## config.mk

```make
export PLATFORM = sky130hd
export DESIGN_NAME = ooo_id_responder
export DESIGN_NICKNAME = d
export VERILOG_FILES = /design/src/rtl/ooo_id_responder.sv
export SDC_FILE = /design/constraint.sdc
export NUM_CORES = 1
export LEC_CHECK = 0
export CAP_MARGIN = 5
export CORE_MARGIN = 1.5
export CORE_UTILIZATION = 40
export CTS_CLUSTER_SIZE = 30
export DETAILED_ROUTE_END_ITERATION = 12
export PLACE_DENSITY = 0.68
export SETUP_SLACK_MARGIN = 0.3
export SYNTH_ARGS = -nofsm -noshare
export SYNTH_HDL_FRONTEND = slang
export SYNTH_SLANG_ARGS = --single-unit
export TNS_END_PERCENT = 10
```

## constraint.sdc

```tcl
create_clock -name clk -period 12.5 [get_ports clk]
set_input_delay 2.5 -clock clk [delete_from_list [all_inputs] [get_ports clk]]
set_output_delay 2.5 -clock clk [all_outputs]
set_load 0.01 [all_outputs]
```

## src/rtl/ooo_id_responder.sv

```systemverilog
// ooo_id_responder: responder-side traffic model for the sequential-ID
// request/response interface. Requests are held per ID slot for a latency
// drawn from a 16-bit Galois LFSR. Responses are returned out of order, one
// per cycle, with the lowest eligible ID winning, under valid/ready
// backpressure.
// Optional build macro OOO_RESP_FIXED_LAT_EN: adds the fixed_lat input. When
// it is defined, every accepted slot loads fixed_lat as its latency instead of
// the LFSR bits.
module ooo_id_responder #(
  parameter int unsigned NUM_IDS   = 64,
  parameter int unsigned ID_W      = 6,
  parameter int unsigned LAT_W     = 4,
  parameter logic [15:0] LFSR_SEED = 16'hACE1
) (
  input  logic              clk,
  input  logic              reset,
  input  logic              req_valid,
  output logic              req_ready,
  input  logic [ID_W-1:0]   req_id,
`ifdef OOO_RESP_FIXED_LAT_EN
  input  logic [LAT_W-1:0]  fixed_lat,
`endif
  output logic              resp_valid,
  input  logic              resp_ready,
  output logic [ID_W-1:0]   resp_id,
  output logic [ID_W:0]     busy_count,
  output logic              err_dup
);

  logic [NUM_IDS-1:0] pending;
  logic [LAT_W-1:0]   count [NUM_IDS];
  logic [15:0]        lfsr;
  logic [15:0]        lfsr_next;

  logic               accept;
  logic               fresh;
  logic               dup;
  logic               load;
  logic               take;
  logic               consume;
  logic               sel_found;
  logic [ID_W-1:0]    sel_idx;
  logic [LAT_W-1:0]   lat_load;

  assign req_ready = (busy_count != (ID_W+1)'(NUM_IDS));
  assign accept    = req_valid && req_ready;
  // Duplicate detection uses the pre-edge pending bit, so a request for the
  // ID being selected on this same edge still counts as a duplicate.
  assign fresh     = accept && !pending[req_id];
  assign dup       = accept && pending[req_id];
  assign load      = !resp_valid || resp_ready;
  assign take      = load && sel_found;
  assign consume   = resp_valid && resp_ready;

`ifdef OOO_RESP_FIXED_LAT_EN
  assign lat_load = fixed_lat;
`else
  assign lat_load = lfsr[LAT_W-1:0];
`endif

  // Galois LFSR step, x^16+x^14+x^13+x^11+1 (right-shifting form)
  always_comb begin
    lfsr_next = {1'b0, lfsr[15:1]};
    if (lfsr[0]) lfsr_next = lfsr_next ^ 16'hB400;
  end

  // Lowest-index eligible slot: pending with its latency counter exhausted
  always_comb begin
    sel_found = 1'b0;
    sel_idx   = '0;
    for (int unsigned i = 0; i < NUM_IDS; i++) begin
      if (!sel_found && pending[i] && (count[i] == '0)) begin
        sel_found = 1'b1;
        sel_idx   = ID_W'(i);
      end
    end
  end

  // LFSR free-runs from the seed whenever reset is low
  always_ff @(posedge clk or posedge reset) begin
    if (reset) lfsr <= LFSR_SEED;
    else       lfsr <= lfsr_next;
  end

  // Slot state: a fresh accept loads the latency, the selected slot clears,
  // and every other pending slot counts down toward eligibility
  always_ff @(posedge clk or posedge reset) begin
    if (reset) begin
      pending <= '0;
      for (int unsigned i = 0; i < NUM_IDS; i++) count[i] <= '0;
    end else begin
      for (int unsigned i = 0; i < NUM_IDS; i++) begin
        if (fresh && (req_id == ID_W'(i))) begin
          pending[i] <= 1'b1;
          count[i]   <= lat_load;
        end else begin
          if (take && (sel_idx == ID_W'(i))) pending[i] <= 1'b0;
          if (pending[i] && (count[i] != '0)) count[i] <= count[i] - LAT_W'(1);
        end
      end
    end
  end

  // Output register: reloads whenever empty or being taken, holds otherwise
  always_ff @(posedge clk or posedge reset) begin
    if (reset) begin
      resp_valid <= 1'b0;
      resp_id    <= '0;
    end else if (load) begin
      resp_valid <= sel_found;
      if (sel_found) resp_id <= sel_idx;
    end
  end

  // Occupancy: moving a slot into the output register is occupancy-neutral,
  // so only fresh accepts and downstream handshakes change the count
  always_ff @(posedge clk or posedge reset) begin
    if (reset) busy_count <= '0;
    else       busy_count <= busy_count + (ID_W+1)'(fresh) - (ID_W+1)'(consume);
  end

  // Duplicate-request flag, one cycle per offending accept
  always_ff @(posedge clk or posedge reset) begin
    if (reset) err_dup <= 1'b0;
    else       err_dup <= dup;
  end

endmodule
```

* After elaboration in Yosys (flattened, before gate mapping) *
Cells that the tools add are included.

storage, ports and cells
  memories kept = 0
  bits in read-only memories = 0
  RAM bits = 0
  word-level logic and storage cells = 1,363
  latch bits = 0
  register bits after elaboration = 351

operators by class
  bitwise logic cells = 1
  divide/modulo/power cells = 0
  shift-type cells = 0
  multipliers = 0
  muxes and demuxes = 386
  $lt $le $gt $ge = 1
  reduce and logical (&&, ||, !) cells = 649
  eq/ne operators = 127
  add/subtract/negate cells = 66

operators by type and width
  kind                 count
  $mux 4               128
  $eq 6x6->1 const B   64
  $mux 6               62
  $logic_and 1x1->1    324
  $logic_not 4->1      64
  $reduce_bool 2->1    128
  $reduce_bool 4->1    64
  $sub 4x1->4 const B  64
  $mux 1               194
  $eq 6x5->1 const B   32
  $eq 6x4->1 const B   16
  $logic_not 1->1      65
  $eq 6x3->1 const B   8
  $eq 6x2->1 const B   4
  $mux 16              1
  $eq 6x1->1 const B   2
  $logic_not 6->1      2
  $add 7x1->7          1
  $lt 6x7->1 const B   1
  $ne 7x7->1 const B   1
  $sub 7x1->7          1
  $bmux 1 s6           1
  $not 3->4            1
  $reduce_and 2->1     1
  $logic_or 1x1->1     1

* Longest topological paths before layout *
  word-level depth = 259
  mapped depth = 19
  mapped depth without buffers = 18

* Least setup slack after synthesis *
OpenSTA, ideal clock, no wires.

  kind = input to register
  start = input port req_id[0]
  end = register busy_count[6]
  required time = 12.375 ns
  stages on the path = 19
  setup time = 0.125 ns
  path buffers = 3
  slack = 6.129 ns
  arrival time = 6.246 ns
  cell sequence = buf_6 > buf_6 > buf_2 > mux4_2 > mux4_2 > mux4_2 > or2_2 > ha_1 > inv_1 > ha_1 > inv_1 > fa_1 > inv_1 > a21oi_1 > nor2_1 > o21ai_0 > a21oi_1 > nor2_1 > xnor2_1

on the way
  word-level cells in the longest chain between the ends = 6

RTL lines
  what                          RTL line  source
  from (decl)                   19        input logic [ID_W-1:0] req_id,
  $bmux 1 s6                    49        assign fresh = accept && !pending[req_id];
  $mux 1 (implied by the code)  49
  $logic_not 1->1               49
  $logic_and 1x1->1             49
  $add 7x1->7                   119       else busy_count <= busy_count + (ID_W+1)'(fresh) - (ID_W+1)'(consume);
  $sub 7x1->7                   119
  to (signal assigned)          119
  to (decl)                     26        output logic [ID_W:0] busy_count,

No other way between the ends. The select of a mux whose other input is x is not followed.
A chain may end at the register's enable or synchronous reset.

* Worst setup path in the final report *
  start = input port req_id[1]
  end = register busy_count[6]

Same word-level chain as after synthesis.

==> results.cfg <==
[clocking]
clock_latency_ps = 570
cts_buffers = 41
cts-root-buf = clkbuf_16
ctsHoldBuffers = 0
cts_tree = yes
cts_htree_levels = 2
numClockSinks = 351
ctsLongestPathBuffers = 3
clk_pin_slew_ps = 60
cts_setup_buffers = 0
cts_resized = 0

[grt]
grt_pass1_vias = 17400
grt_usage_pct = 22.3
grt_pass1_wl_mm = 95.2
grt_max_degree = 162
antenna_found_initial = 1
grt.overflow.total = 0

[power]
switching_share_pct = 45.1
switchingPower_mw = 3.06
powerDensity_mw_per_mm2 = 287
power_mw = 6.79
power.internal_mw = 3.73
pwr-share-comb_pct = 49.3
p_seq_share_pct = 33.5
ir_drop_mv = 0.257
p_leak_nw = 10.2
pwr-share-clk_pct = 17.3

[die]
start_util_pct = 40.6
die_x_um = 234
die-height_um = 234
io_pins = 26
coreArea_mm2 = 0.0527
rows = 84
die-area_mm2 = 0.0548

[detailed_routing]
drc = 0
met3_length_mm = 4.71
wl_met1_mm = 25.2
top_layer = met5
ant_nets = 0
wl_mm = 60.1
wire_per_inst_um = 19.8
route.met2.wl_mm = 27.7
drt-vias-per-instance = 5.74
drt_iter0_markers = 1639
dr.pass1.iters = 6
num_vias = 17400

[logic_synthesis]
synthTopCellsByCount = dfrtp_1 (343), nand2_1 (298), nor2_1 (243), inv_1 (165), ha_1 (137)
synth_seq_area_share_pct = 41.2
synth_edf_count = 0
synth_adder_area_share_pct = 8.12
synth_xor_area_share_pct = 8.24
syn_area_per_cell_um2 = 9.31
synth_most_common_cell = dfrtp_1
synth-seq-cells = 351
synth-compound-area-share_pct = 10.9
synth-async-reset-ratio_pct = 100
synth_flop_cell = dfrtp_1
synth_warnings = 0
synth_cells = 2294
yosysTopAreaCell = dfrtp_1
ys_types = 77
synthMuxAreaShare_pct = 4.53
synth.top_cell.area_share_pct = 40.2
synth_top_family_by_area = simple AND/OR/NAND/NOR gates
ys_top_cells_by_area = dfrtp_1 (40%), ha_1 (8.0%), nand2_1 (5.2%)
synthesis.area_mm2 = 0.0214
syn-num-nets = 2442
synthSimpleGateAreaFrac_pct = 22.8

[sta]
min_period_over_period_pct = 54.4
worst_slew_pin_slew_ps = 1260
hold_viol = 0
rsz0062_at_grt = false
skew_ps = 13.2
period_minus_slack_ps = 6810
max_slew_margin_pct = 15.9
tns_ps = 0
finalMaxSlewViolations = 0
max_freq_ghz = 0.147
setup_viol = 0

[setup_path]
r2r_slack_ps = 7770
arrival_ps = 7260
cp_max_fo = 23
critPathKind = primary input to flip-flop
cp.required_ps = 12950
start_kind = primary input
end_kind = flip-flop

[job]
drv_cap = 0

[layout]
finalNonFillerCells = 3035
drive_gt1_share_pct = 8.35
n_fill_cell = 4855
layout.nets = 2466
fin_area_mm2 = 0.0236
area_growth_pct = 10.6

[outcome]
outcome = finished, final reports clean

[placed_design]
numPortBuffers = 25
gp_congestion = 0.993
dp.cells = 2963
place_hpwl_mm = 41.6
dpl_cell_area_mm2 = 0.0224

[worst_hold_path]
hp-class = flip-flop to flip-flop
==> kinds of logic after synthesis <==
kind of cell    count (synthesis)
buf+inv                       226
simple gates                  927
fa+ha+maj                     138
compound gates                386
flops                         351
xor+xnor                      201
mux                            65
==> state kept, by name, summed over array words and instances (netlist names) <==
| register | flops |
|---|---|
| err_dup | 1 |
| resp_id | 6 |
| count | 256 |
| resp_valid | 1 |
| pending | 64 |
| lfsr | 16 |
| busy_count | 7 |
==> path summary, 6_finish.rpt <==
| check | to | startpoint | cells past startpoint |
|---|---|---|---|
| worst min-delay path | lfsr[11] | lfsr[12] | 0 |
| min in group asynchronous | count[162] | reset | 3 |
| worst max-delay path | busy_count[6] | req_id[1] | 17 |
| worst min register to register | lfsr[11] | lfsr[12] | 0 |
| worst max register to register | pending[48] | count[124] | 10 |
| max in group asynchronous | lfsr[1] | reset | 4 |
==> layout make-up <==
| cell class | instances | area [um^2] | share of cell area [%] |
|---|---|---|---|
| inverters | 165 | 623 | 2.64 |
| multi-input cells | 1717 | 11700 | 49.4 |
| flip-flops and latches | 351 | 8800 | 37.2 |
| clock buffers | 65 | 1230 | 5.19 |
| well taps | 688 | 861 | 3.64 |
| clock inverters | 6 | 55.1 | 0.233 |
| diodes | 1 | 2.50 | 0.0106 |
| repair buffers | 42 | 385 | 1.63 |
==> cells in the final DEF, fill, tap and decap left out, types with 16 or more instances in the layout <==
master | synthesis | routed
or4bb_1 | 28 | 28
xor2_1 | 103 | 103
clkbuf_16 | 0 | 41
nand3_1 | 100 | 100
dfrtp_1 | 343 | 340
a21oi_1 | 125 | 125
inv_1 | 165 | 164
clkdlybuf4s50_1 | 0 | 24
o21ai_0 | 127 | 126
nand2_1 | 298 | 298
o221ai_1 | 37 | 37
mux4_2 | 21 | 21
nor4bb_1 | 41 | 41
a211oi_1 | 26 | 26
nor2_1 | 243 | 243
nand2b_1 | 16 | 16
ha_1 | 137 | 137
buf_4 | 2 | 16
xnor2_1 | 98 | 98
nor4_1 | 75 | 75
mux2_2 | 43 | 43
a31oi_1 | 21 | 21
==> power by group through the flow <==
stage | clock network, mW | logic (mW) | registers (mW)
4_1_cts | 1.19 | 3.29 | 2.25
2_1_floorplan | 0 | 2.39 | 2.09
6_report | 1.17 | 3.35 | 2.27
5_1_grt | 1.24 | 3.67 | 2.34
3_5_place_dp | 0 | 3.27 | 2.26
3_3_place_gp | 0 | 3.10 | 2.24
==> stage by stage <==
stage | hold slack, ps | worst slack [ps] | util, %
6_report | 350 | 5690 | 44.9
5_1_grt | 354 | 5520 | 44.9
4_1_cts | 349 | 5740 | 44.9
3_5_place_dp | 339 | 5190 | 42.4
3_3_place_gp | 339 | 5300 | 42.4
2_1_floorplan | 331 | 5310 | -
==> layer usage <==
layer | vias to the layer above | GRT usage [%]
met2 | 654 | 36.4
met5 | - | 0
met1 | 8518 | 28.8
met3 | 166 | 3.90
met4 | 2 | 9.94
li1 | 8086 | -
==> worst max-delay path, stage by stage <==
cell and delay (ps):
clkdlybuf4s50_1 1270, mux4_2 430, mux4_2 550, mux4_2 530
or2_2 300, ha_1 300, inv_1 60, ha_1 150
inv_1 50, fa_1 390, inv_1 70, a21oi_1 60
nor2_1 140, o21ai_0 100, a21oi_1 150, nor2_1 60
xnor2_1 110
(Power assumes the default switching activity.)
